[src/rtl/led_dec_multi.sv]
//------------------------------------------------------------------------------
// led_dec_multi
//
// Multi-digit hex to 7-segment decoder that shares one 4-to-7 decoder across
// all digits. An accepted word is latched, then decoded one digit per clock,
// most significant digit first, into a shadow frame. The completed frame is
// copied to segments_out in a single edge, so the display never shows a
// partially updated frame.
//
// Parameters:
//   NUM_DIGITS  number of hex digits driven (1..8)
//   ACTIVE_LOW  1: a segment is lit when its bit is 0; 0: all bits inverted
//
// Optional build macro:
//   LED_DEC_LZ_SUPPRESS_EN  when defined, leading zero digits decode as
//                           blank (digit 0 is never blanked)
//
// Ports:
//   clk           single clock, rising edge
//   reset         synchronous active-high reset
//   data_in       hex word, digit i at [4i+3:4i]
//   valid_in      data_in offered this cycle
//   ready_out     block accepts data_in this cycle
//   segments_out  digit i pattern at [7i+6:7i], bit order {g,f,e,d,c,b,a}
//   update_out    one-cycle pulse when segments_out takes a new frame
//------------------------------------------------------------------------------
module led_dec_multi #(
    parameter int NUM_DIGITS = 4,
    parameter int ACTIVE_LOW = 1
) (
    input  logic                    clk,
    input  logic                    reset,
    input  logic [4*NUM_DIGITS-1:0] data_in,
    input  logic                    valid_in,
    output logic                    ready_out,
    output logic [7*NUM_DIGITS-1:0] segments_out,
    output logic                    update_out
);

    localparam int CW = (NUM_DIGITS > 1) ? $clog2(NUM_DIGITS) : 1;
    localparam logic [CW-1:0] LAST_IDX = CW'(NUM_DIGITS - 1);
    localparam logic [6:0] BLANK_PAT = (ACTIVE_LOW != 0) ? 7'h7F : 7'h00;
    localparam logic [7*NUM_DIGITS-1:0] BLANK_FRAME = {NUM_DIGITS{BLANK_PAT}};

    typedef enum logic [0:0] {
        ST_IDLE   = 1'b0,
        ST_DECODE = 1'b1
    } state_t;

    // Hex nibble to segment pattern, polarity applied.
    function automatic logic [6:0] hex_to_seg(input logic [3:0] nib);
        logic [6:0] pat;
        case (nib)
            4'h0:    pat = 7'h40;
            4'h1:    pat = 7'h79;
            4'h2:    pat = 7'h24;
            4'h3:    pat = 7'h30;
            4'h4:    pat = 7'h19;
            4'h5:    pat = 7'h12;
            4'h6:    pat = 7'h02;
            4'h7:    pat = 7'h78;
            4'h8:    pat = 7'h00;
            4'h9:    pat = 7'h18;
            4'hA:    pat = 7'h08;
            4'hB:    pat = 7'h03;
            4'hC:    pat = 7'h27;
            4'hD:    pat = 7'h21;
            4'hE:    pat = 7'h06;
            4'hF:    pat = 7'h0E;
            default: pat = 7'h7F;
        endcase
        if (ACTIVE_LOW != 0) begin
            return pat;
        end else begin
            return ~pat;
        end
    endfunction

    state_t                  r_state;
    logic [CW-1:0]           r_cnt;       // index of the digit decoded on the next edge
    logic [4*NUM_DIGITS-1:0] r_latch;
    logic [7*NUM_DIGITS-1:0] r_shadow;
    logic [7*NUM_DIGITS-1:0] r_segments;
    logic                    r_update;
    logic                    r_ready;
`ifdef LED_DEC_LZ_SUPPRESS_EN
    logic                    r_lz;        // every digit decoded so far was zero
`endif

    logic [3:0]              w_nib;
    logic [6:0]              w_pat;
    logic [7*NUM_DIGITS-1:0] w_frame;

    // Shared decoder: pattern for the current digit and the frame it completes.
    always_comb begin
        w_nib = r_latch[4*int'(r_cnt) +: 4];
`ifdef LED_DEC_LZ_SUPPRESS_EN
        if (r_lz && (w_nib == 4'h0) && (r_cnt != {CW{1'b0}})) begin
            w_pat = BLANK_PAT;
        end else begin
            w_pat = hex_to_seg(w_nib);
        end
`else
        w_pat = hex_to_seg(w_nib);
`endif
        w_frame        = r_shadow;
        w_frame[6:0]   = w_pat;
    end

    // Control FSM, shadow fill, atomic frame load and registered handshake.
    always_ff @(posedge clk) begin
        if (reset) begin
            r_state    <= ST_IDLE;
            r_cnt      <= {CW{1'b0}};
            r_latch    <= {(4*NUM_DIGITS){1'b0}};
            r_shadow   <= {(7*NUM_DIGITS){1'b0}};
            r_segments <= BLANK_FRAME;
            r_update   <= 1'b0;
            r_ready    <= 1'b1;
`ifdef LED_DEC_LZ_SUPPRESS_EN
            r_lz       <= 1'b0;
`endif
        end else begin
            r_update <= 1'b0;

            if (r_state == ST_DECODE) begin
                r_shadow[7*int'(r_cnt) +: 7] <= w_pat;
`ifdef LED_DEC_LZ_SUPPRESS_EN
                r_lz <= r_lz && (w_nib == 4'h0);
`endif
                if (r_cnt == {CW{1'b0}}) begin
                    r_segments <= w_frame;
                    r_update   <= 1'b1;
                    r_state    <= ST_IDLE;
                end else begin
                    r_cnt <= r_cnt - CW'(1);
                end
            end else begin
                r_state <= ST_IDLE;
            end

            // Ready is already high during the last decode cycle, so a new
            // word can be accepted on the same edge that finishes the frame.
            // A later acceptance overrides the state/counter written above.
            if (valid_in && r_ready) begin
                r_latch <= data_in;
                r_state <= ST_DECODE;
                r_cnt   <= LAST_IDX;
                r_ready <= (NUM_DIGITS == 1);
`ifdef LED_DEC_LZ_SUPPRESS_EN
                r_lz    <= 1'b1;
`endif
            end else if ((r_state == ST_DECODE) && (r_cnt != {CW{1'b0}})) begin
                r_ready <= (r_cnt == CW'(1));
            end else begin
                r_ready <= 1'b1;
            end
        end
    end

    assign ready_out    = r_ready;
    assign segments_out = r_segments;
    assign update_out   = r_update;

endmodule

[config.mk]
export PLATFORM = sky130hd
export DESIGN_NAME = led_dec_multi
export DESIGN_NICKNAME = d
export VERILOG_FILES = /design/src/rtl/led_dec_multi.sv
export SDC_FILE = /design/constraint.sdc
export NUM_CORES = 1
export LEC_CHECK = 0
export ABC_AREA = 1
export CORE_MARGIN = 10
export CORE_UTILIZATION = 57
export DETAILED_ROUTE_END_ITERATION = 8
export PLACE_DENSITY = 0.84
export SLEW_MARGIN = 20
export SYNTH_ARGS = -nofsm -noshare
export SYNTH_HDL_FRONTEND = slang
export SYNTH_SLANG_ARGS = --single-unit
[constraint.sdc]
create_clock -name clk -period 5.1 [get_ports clk]
set_input_delay 1.53 -clock clk [delete_from_list [all_inputs] [get_ports clk]]
set_output_delay 1.53 -clock clk [all_outputs]
set_load 0.02 [all_outputs]
### Word level (Yosys, flattened, before mapping)

Memories as Yosys holds them, arrays and structs flattened.
Index checks and enable logic that the tools add are counted.

* bitwise operators: 1
* order comparisons: 0
* muxes and demuxes: 10
* multipliers: 1
* shift-type cells: 3
* add/subtract/negate cells: 2
* divide/modulo/power cells: 0
* eq/ne operators: 2
* reduce and logical (&&, ||, !) cells: 8

Operators by type and width (number)
* negator 5 -> 33 bit: 1
* variable shift 7 x 33 -> 28 bit, first input constant: 1
* indexed part select 7 x 33 -> 28 bit: 1
* bitwise mux 28 bit: 1
* indexed part select 16 x 5 -> 4 bit: 1
* two-way mux 1 bit: 6
* two-way mux 2 bit: 3
* multiplier 3 x 2 -> 5 bit, first input constant: 1
* AND reduction 2 bit: 2
* nonzero test 2 bit: 2
* == test 2 x 1 -> 1 bit, second input constant: 1
* logical AND 1 bit: 2
* zero test 2 bit: 1
* inequality test 2 x 1 -> 1 bit, second input constant: 1
* OR reduction 2 bit: 1
* subtractor 2 x 1 -> 2 bit, second input constant: 1
* NOT 1 bit: 1

* logic and storage cells: 35
* bits in writable memories: 0
* bits in read-only memories: 112
* output and inout bits: 30
* memories kept: 1
* input bits: 19
* flip-flop bits (word level): 77
* latch bits: 0

Memory list
* (no name shown): depth 16, width 7, read ports 1, clocked after Yosys merged registers in 0, write ports 0, line 53 `case (nib)`

### Depth between registers and ports, before layout

Gate-level depths: netlist (run 1).

* depth after elaboration: 4
* mapped depth: 16
* mapped depth without buffers: 14

### Worst setup path after synthesis (run 1)

Ideal clock, no wire load.

* path kind: input to register
* start point: input reset
* end point: register r_latch[0]
* cell stages on the path: 5
* arrival time: 2.208 ns
* setup time: 0.116 ns
* data required time: 4.984 ns
* buffers on the path: 2
* slack: 2.776 ns
* cell sequence: clkbuf_1 -> clkinv_1 -> clkbuf_1 -> o21ai_0 -> nor2_1

RTL lines
* from (decl): line 32 `input logic reset,`
* to (signal assigned): line 115 `r_latch <= {(4*NUM_DIGITS){1'b0}};`
* to (signal assigned): line 146 `r_latch <= data_in;`
* to (decl): line 81 `logic [4*NUM_DIGITS-1:0] r_latch;`

==> results of run 1 <==
metrics by stage:
stage | hold WS [ns] | power, mW | setup slack, ns
4_1_cts | 0.465 | 1.50 | 1.84
5_1_grt | 0.487 | 1.57 | 1.58
3_3_place_gp | 0.443 | 0.980 | 1.52
6_report | 0.469 | 1.49 | 1.83
2_1_floorplan | 0.429 | 0.883 | 2.78
3_5_place_dp | 0.443 | 0.990 | 1.47
power groups by stage:
stage / sequential (mW) / combinational [mW] / clock, mW
2_1_floorplan: 0.648 / 0.235 / 0
3_3_place_gp: 0.631 / 0.349 / 0
3_5_place_dp: 0.633 / 0.356 / 0
4_1_cts: 0.621 / 0.360 / 0.519
5_1_grt: 0.627 / 0.397 / 0.546
6_report: 0.621 / 0.359 / 0.510
cells in the mapped netlist, types with 2 or more instances:
library cell,number
sky130_fd_sc_hd__clkbuf_1,13
sky130_fd_sc_hd__nand2_4,7
sky130_fd_sc_hd__dfxtp_1,70
sky130_fd_sc_hd__inv_1,9
sky130_fd_sc_hd__nand3_2,6
sky130_fd_sc_hd__nand4_1,6
sky130_fd_sc_hd__nand2_1,133
sky130_fd_sc_hd__inv_2,2
sky130_fd_sc_hd__nor2_2,5
sky130_fd_sc_hd__nand3_1,42
sky130_fd_sc_hd__nand2_2,9
sky130_fd_sc_hd__a21oi_1,32
sky130_fd_sc_hd__nor2_1,32
sky130_fd_sc_hd__o21ai_0,22
sky130_fd_sc_hd__buf_2,2
sky130_fd_sc_hd__clkinv_1,2
sky130_fd_sc_hd__ha_1,10
sky130_fd_sc_hd__buf_6,2
final cells by class:
class	instances	area [sq um]
clock buffers	10	138
clock inverters	6	93.8
fillers	428	1390
inverters	14	55.1
multi-input cells	309	1540
flip-flops and latches	70	1400
well taps	70	87.6
repair buffers	50	495
registers in the layout, summed over array words and instances (netlist names):
name	flops
ready_out	1
update_out	1
r_shadow	21
segments_out	28
r_cnt	2
r_state	1
r_latch	16
routing by layer:
metal  track usage [%]  wire [um]
met1              20.7       3100
met4              5.57         95
met5                 0          0
met3              6.55        663
met2              25.1       3140
cell families after synthesis:
family	synth area share (%)
simple gates	36.6
flops	45.0
compound gates	8.96
buf+inv	5.39
fa+ha+maj	4.02
cell usage in the layout, fill, tap and decap left out:
| cell | n |
|---|---|
| sky130_fd_sc_hd__o21ai_2 | 1 |
| sky130_fd_sc_hd__ha_1 | 10 |
| sky130_fd_sc_hd__nand2_2 | 9 |
| sky130_fd_sc_hd__inv_6 | 1 |
| sky130_fd_sc_hd__buf_4 | 2 |
| sky130_fd_sc_hd__nand3_4 | 1 |
| sky130_fd_sc_hd__clkinv_1 | 2 |
| sky130_fd_sc_hd__bufinv_16 | 2 |
| sky130_fd_sc_hd__inv_2 | 2 |
| sky130_fd_sc_hd__clkinvlp_4 | 1 |
| sky130_fd_sc_hd__inv_1 | 9 |
| sky130_fd_sc_hd__nor3_2 | 1 |
| sky130_fd_sc_hd__o21ai_0 | 22 |
| sky130_fd_sc_hd__a21oi_1 | 32 |
| sky130_fd_sc_hd__clkbuf_8 | 10 |
| sky130_fd_sc_hd__clkinv_4 | 2 |
| sky130_fd_sc_hd__nand2_4 | 7 |
| sky130_fd_sc_hd__inv_4 | 1 |
| sky130_fd_sc_hd__nand2_1 | 133 |
| sky130_fd_sc_hd__dfxtp_1 | 70 |
| sky130_fd_sc_hd__nor2_1 | 32 |
| sky130_fd_sc_hd__nor2_4 | 1 |
| sky130_fd_sc_hd__clkdlybuf4s50_1 | 48 |
| sky130_fd_sc_hd__nand3_1 | 42 |
| sky130_fd_sc_hd__nand3b_1 | 1 |
| sky130_fd_sc_hd__nor2_2 | 5 |
| sky130_fd_sc_hd__nand4_1 | 6 |
| sky130_fd_sc_hd__nand3_2 | 6 |
worst paths after layout:
check | end | slack [ns] | depth (start not counted)
max | r_latch[10] | 1.83 | 5
max reg2reg | segments_out[18] | 2.22 | 7
min reg2reg | segments_out[24] | 0.47 | 2
min | segments_out[24] | 0.47 | 2
critical path, stage by stage:
cell and delay [ns]:
sky130_fd_sc_hd__clkdlybuf4s50_1 0.46, sky130_fd_sc_hd__buf_4 0.31, sky130_fd_sc_hd__clkinv_1 0.80, sky130_fd_sc_hd__o21ai_0 0.29
sky130_fd_sc_hd__a21oi_1 0.07
==> results.md, run 1 <==
Outcome:
- The run finished with clean final reports.

Yosys:
- The register bit count reported by yosys is 70.
- The number of library cell types mapped by synthesis is 27.
- The largest area contributor in the synthesized netlist is sky130_fd_sc_hd__dfxtp_1.
- Of the synthesized area, sequential elements account for 45.0%.
- The netlist area before placement is 3110 sq um.
- Of all flip-flops after synthesis, the portion carrying an async set or reset was 0%.
- In this run the mean area of a mapped cell was 7.54 sq um.
- When the netlist entered floorplanning its net count stood at 442.
- The Yosys warning count is 0.
- In this run the biggest area consumer among cell types represents 45.0% of the synthesized area.
- In this run, synthesis inferred 0 flip-flops with an integrated enable.
- By area the synthesized netlist is led by sky130_fd_sc_hd__dfxtp_1 (45%), sky130_fd_sc_hd__nand2_1 (16%), sky130_fd_sc_hd__nand3_1 (6.8%).
- For this run, the leading register cell type out of synthesis is sky130_fd_sc_hd__dfxtp_1.
- The synthesized instance count is 413.

Clocking:
- The quantity of gates resized following cts is 0.
- After clock tree synthesis, the clock-pin slew on the worst setup and hold paths is around 0.08 ns.
- The deepest clock path buffer count is 2.
- The number of sinks on the clock net is 70.
- The cts-stage hold buffer count is 0.
- The tree is rooted in a sky130_fd_sc_hd__clkbuf_8.
- For the worst-skew pair, the clock arrives at the later sink with an insertion delay of 0.35 ns.
- The clock tree synthesis step divided the H-tree into 3 levels.
- The post-CTS repair timing setup buffer count is 0.
- In this run, CTS created clock tree buffers numbering 9.
- TritonCTS built the clock tree.

Detailed routing:
- The total via count in the routed design is 2754.
- The remaining antenna violation count after routing is 0.
- The average wire length per cell after detail routing is around 13 um.
- Dividing the detail-routed via count by the number of cells gives about 5.2.
- The count of routing violations after the opening detailed-route iteration is ~180.
- After detailed routing, the number of remaining DRC violations is 0.
- The pre-antenna-repair detailed-routing pass consisted of 5 iterations.
- The routed design has 7000 um of wire.

Timing:
- The max-slew violation count is 0.
- The clock skew after layout is 0.0129 ns.
- Setup repair after global routing left no endpoint under its margin.
- In the finished design, the share of the clock period the worst path needs comes to 64.2%.
- In this run the tightest slew margin relative to its limit is approximately 30%.
- After routing, the total negative slack on setup checks comes to 0 ns.
- The slew at the pin with the worst max-slew slack is 1.06 ns.
- For this run, the top clock speed supported by timing is ~300 MHz.
- The clock period minus worst slack is 3.27 ns.
- The final-report hold violation count is 0.
- Setup violations remaining at the end of the flow were counted as 0.

Pwr:
- The leakage power is 1.62 nW.
- The portion of total power attributed to sequential cells is 41.7%.
- The switching share of total power is around a third.
- The proportion of power drawn by the clock network is 34.2%.
- Per report_power, the combinational group accounts for 24.1% of the total.
- The net switching power is 0.478 mW.
- The internal power of the cells is a little over 1 mW.
- The total power per unit cell area is between 300 and 400 nW/um^2.
- The worst-case IR drop observed on VDD is 0.233 mV.

Critical path:
- STA classifies the critical path startpoint as a primary input.
- The largest fanout of any net on the critical path is 37.
- At the worst endpoint, the required time is 5.31 ns.
- The critical path in this run is classified as primary input to flop.
- The reg-to-reg startpoint is r_cnt[0].
- The critical path data arrival time is 3.48 ns.
- The worst setup path is captured at a flop.
- The start point of the critical path is reset.

GRT:
- The number of global-route vias before repair is 2504.
- The largest net degree at the start of global routing is 38.
- The overall global routing resource usage is 16.5%.
- The total overflow left after global routing is 0.
- The wire length of the first global-routing pass is 11800 um.
- The initial antenna violation count is 0.

Place:
- After detailed placement, the total cell area comes to 3580 sq um.
- The cell total after placement is 513.
- The detailed placer's ending HPWL is 4800 um.
- The placer congestion estimate is between 0.8 and 0.9.
- Port buffering added 48 buffers.

Floorplan:
- The I/O pin count is 49.
- The standard cell core area is 5200 sq um.
- The starting density of the core is 59.8%.
- The floorplan has 26 rows.
- The overall die area is 8820 sq um.
- The die is about 94 um tall.
- The die outline width is between 90 and 100 um.

Layout:
- The number of antenna repair diodes is 0.
- Cells with a size suffix above 1 make up 11.3% of the layout.
- The number of nets in the finished design is a little under 500.
- With fillers left out, the area of the finished cells amounts to 3810 sq um.
- The count of cells in the finished layout, fillers not included, comes to 529.
- The growth of design area from synthesis to finish is 22.5%.
- For this run, the share of the core covered by cells in the final layout is 73.3%.

Flow run:
- Max-cap violations in this run came to 0.

Min path:
- The worst min-delay path startpoint is r_shadow[24].
- The worst hold path belongs to the class flop to flop.
Note: power is estimated with default switching activity, not from simulation.
==> inputs of run 2 (changes only) <==
Settings changed: CORE_UTILIZATION 57 to 53, PLACE_DENSITY 0.84 to 0.79.
Clock period 5.1 ns to 3.3 ns, I/O delays scaled along.
==> run 2 against run 1 <==
Sequential cell count is the same. Critical path depth rose by 5. Total power rose by 46%. Design area is 0.49% lower. Cell count is 0.76% higher. Largest power group unchanged. Combinational power increased by 57%. Highest routed layer unchanged. Utilization fell by 5.6 points.
==> results.md, run 2 (synthesis results as in run 1) <==
Timing:
- The clock arrives with 0.0102 ns of skew.
- Summed over all failing endpoints, the final setup total negative slack is 0 ns.
- After layout, the minimum clock period comes to 2.32 ns.
- Setup violations remaining at the end of the flow were counted as 0.
- Setup repair after global routing left no endpoint under its margin.
- The final-report hold violation count came to 0.
- The max-slew violation count is 0.
- In the finished design, the share of the clock period the worst path needs comes to 70.3%.
- In this run the tightest slew margin relative to its limit is a little over half.
- The slew at the pin with the worst max-slew slack is 0.702 ns.
- The fmax is 431 MHz.

GRT:
- The number of global-route vias before repair is 2628.
- The remaining global-route overflow is 0.
- Entering global routing, the biggest net connects 38 pins.
- For this run, the total global-route usage over all layers was measured as 14.7%.
- The wire length of the first global-routing pass is 11900 um.
- The initial antenna violation count is 0.

Critical path:
- The start point of the critical path is r_cnt[0].
- The worst register-to-register path has a setup slack of 0.98 ns.
- In this run the critical register-to-register path is captured at r_shadow[17].
- Broken down by cell family, the worst path's largest delay share belongs to simple AND/OR/NAND/NOR gates.
- Among the stages of the critical path, the cell type that occurs most often is sky130_fd_sc_hd__nand2_1.
- For the worst setup path, the data required time is 3.57 ns.
- The depth of the critical timing path with buffers and inverters included is 10.
- The largest fanout of any net on the critical path is 13.
- STA puts the critical path data arrival time at 2.59 ns.
- The reg-to-reg startpoint is r_cnt[0].
- The type of the worst setup path is flop to flop.
- Walking the worst path, the cells encountered are inv_4 -> nand2_1 -> nand3_1 -> nand2_1 -> ha_1 -> nand3_2 -> nand2_1 -> nor2_2 -> nand3_1 -> a21oi_1.
- The stage delay of the slowest cell on the critical path is 0.66 ns.
- The sort of element at the end of the critical path is a flop.
- The library cell contributing the largest single delay on the critical path is sky130_fd_sc_hd__dfxtp_1.
- STA classifies the critical path startpoint as a flop.
- The buffer and inverter count on the worst path is 1.
- In this run the worst setup path terminates at r_shadow[17].
- The depth of the worst register-to-register path is 10.

Floorplan:
- The floorplan step set the die width to 96.6 um.
- The I/O pin count is 49.
- The starting density of the core is 55.5%.
- The floorplan die height is 96.6 um.
- The overall die area is 9340 sq um.
- The core region is ~5600 sq um.
- The row count is 27.

Pwr:
- The net switching power is 0.720 mW.
- The total power per unit cell area is 574 nW/um^2.
- Per report_power, the combinational group accounts for 25.8% of the total.
- Across the VDD grid, the largest voltage drop is 0.323 mV.
- Net switching is 33.0% of the power.
- The leakage power is approximately 1.6 nW.
- The proportion of power drawn by the clock network is 30.6%.
- The internal power of the cells totals 1.46 mW.
- Registers are responsible for 43.6% of the overall power.

Detailed routing:
- Across all layers, the routed design uses 2757 vias.
- The overall routed net length is around 7000 um.
- After detailed routing, the number of remaining DRC violations is 0.
- The remaining antenna violation count after routing is 0.
- In the final routed layout, each cell accounts on average for 13.1 um.
- The detailed-routing iteration count for the pre-antenna-repair pass is 5.
- The via density per instance is 5.17.
- The detailed router finished its first iteration with 165 violations.

Clocking:
- The quantity of gates resized following cts is 0.
- The clock transition time at the flip-flop clock pins of the worst setup and hold paths is 0.07 ns.
- Counting every sink on the clock net gives 70.
- The clock passes through at most 2 buffers.
- The number of setup buffers added after CTS is 0.
- The cts-stage hold buffer count is 0.
- The total clock buffers created by CTS is 9.
- The tree is rooted in a sky130_fd_sc_hd__clkbuf_8.
- The H-tree was split into 3 levels.
- TritonCTS built the clock tree.
- The clock insertion delay at the later pin of the skew report is 0.35 ns.

Place:
- Buffers placed on the I/O ports in this run total 48.
- The placer congestion estimate is just under 0.9.
- Detailed placement finished with a half-perimeter wire length of 4940 um.

Layout:
- The fraction of final layout cells with drive strength greater than 1 is between 10% and 20%.
- The repair_antennas step left the layout with diodes totalling 0.
- The library cell used most frequently in the layout, excluding fill and tap cells, is sky130_fd_sc_hd__nand2_1.
- Cells fill around two thirds of the core in the end.
- The number of nets in the finished design is 486.
- In the layout the commonest cells are sky130_fd_sc_hd__nand2_1 (133), sky130_fd_sc_hd__dfxtp_1 (70), sky130_fd_sc_hd__clkdlybuf4s50_1 (48).
- The number of flip-flops in the largest register is 28.
- From synthesis to final layout, the design area changed by 21.9%.

Min path:
- The type of the worst min-delay path is flop to flop.

Flow run:
- Max-cap violations in this run came to 0.

Outcome:
- The run finished with clean final reports.
## run 2: worst min path at each step
stage | depth (start not counted) | to | from | slack [ns]
floorplan | 2 | segments_out[10] | r_shadow[10] | 0.43
global placement | 2 | segments_out[19] | r_shadow[19] | 0.44
detailed placement | 2 | segments_out[25] | r_shadow[25] | 0.45
CTS | 2 | segments_out[25] | r_shadow[25] | 0.47
global route | 2 | segments_out[8] | r_shadow[8] | 0.48
finish | 2 | segments_out[10] | r_shadow[10] | 0.47
## run 2: through the flow
step	hold WS [ns]	area [sq um]	setup slack (ns)	std cells	power (mW)
after global routing	0.479	3800	0.820	533	2.29
after global placement	0.441	3610	0.915	518	1.52
after floorplan	0.429	3110	1.52	413	1.36
after detailed placement	0.449	3610	0.883	518	1.53
after CTS	0.467	3800	0.956	533	2.19
final	0.465	3800	0.979	533	2.18
## run 2: routing by layer
| metal | vias to the layer above | part of all wire (%) | GRT usage, % |
|---|---|---|---|
| met3 | 10 | 6.5 | 4.26 |
| li1 | 1428 | - | - |
| met5 | - | 0 | 0 |
| met4 | 0 | 1.6 | 7.44 |
| met2 | 72 | 46 | 23.6 |
| met1 | 1247 | 46 | 17.4 |
## run 2: area by class of cell
cell class                 count  area [sq um]
clock buffer                   9           124
clock inverter                 6          63.8
fill                         481          1810
inverter                      14          55.1
multi-input combinational    309          1540
sequential                    70          1400
tap                           72          90.1
timing repair buffer          53           518
## run 2: worst register-to-register path: cells and delay by family, from the launching register on
family	cells	cell delay (ns)
fa+ha+maj	1	0.29
buf+inv	1	0.20
compound gates	1	0.16
flops	1	0.66
simple gates	7	0.95
## run 2: power by group through the flow
stage	combinational, mW	sequential, mW	clock [mW]
final	0.562	0.951	0.666
after global routing	0.621	0.959	0.706
after CTS	0.565	0.951	0.671
after detailed placement	0.562	0.970	0
after global placement	0.550	0.969	0
after floorplan	0.363	1.00	0
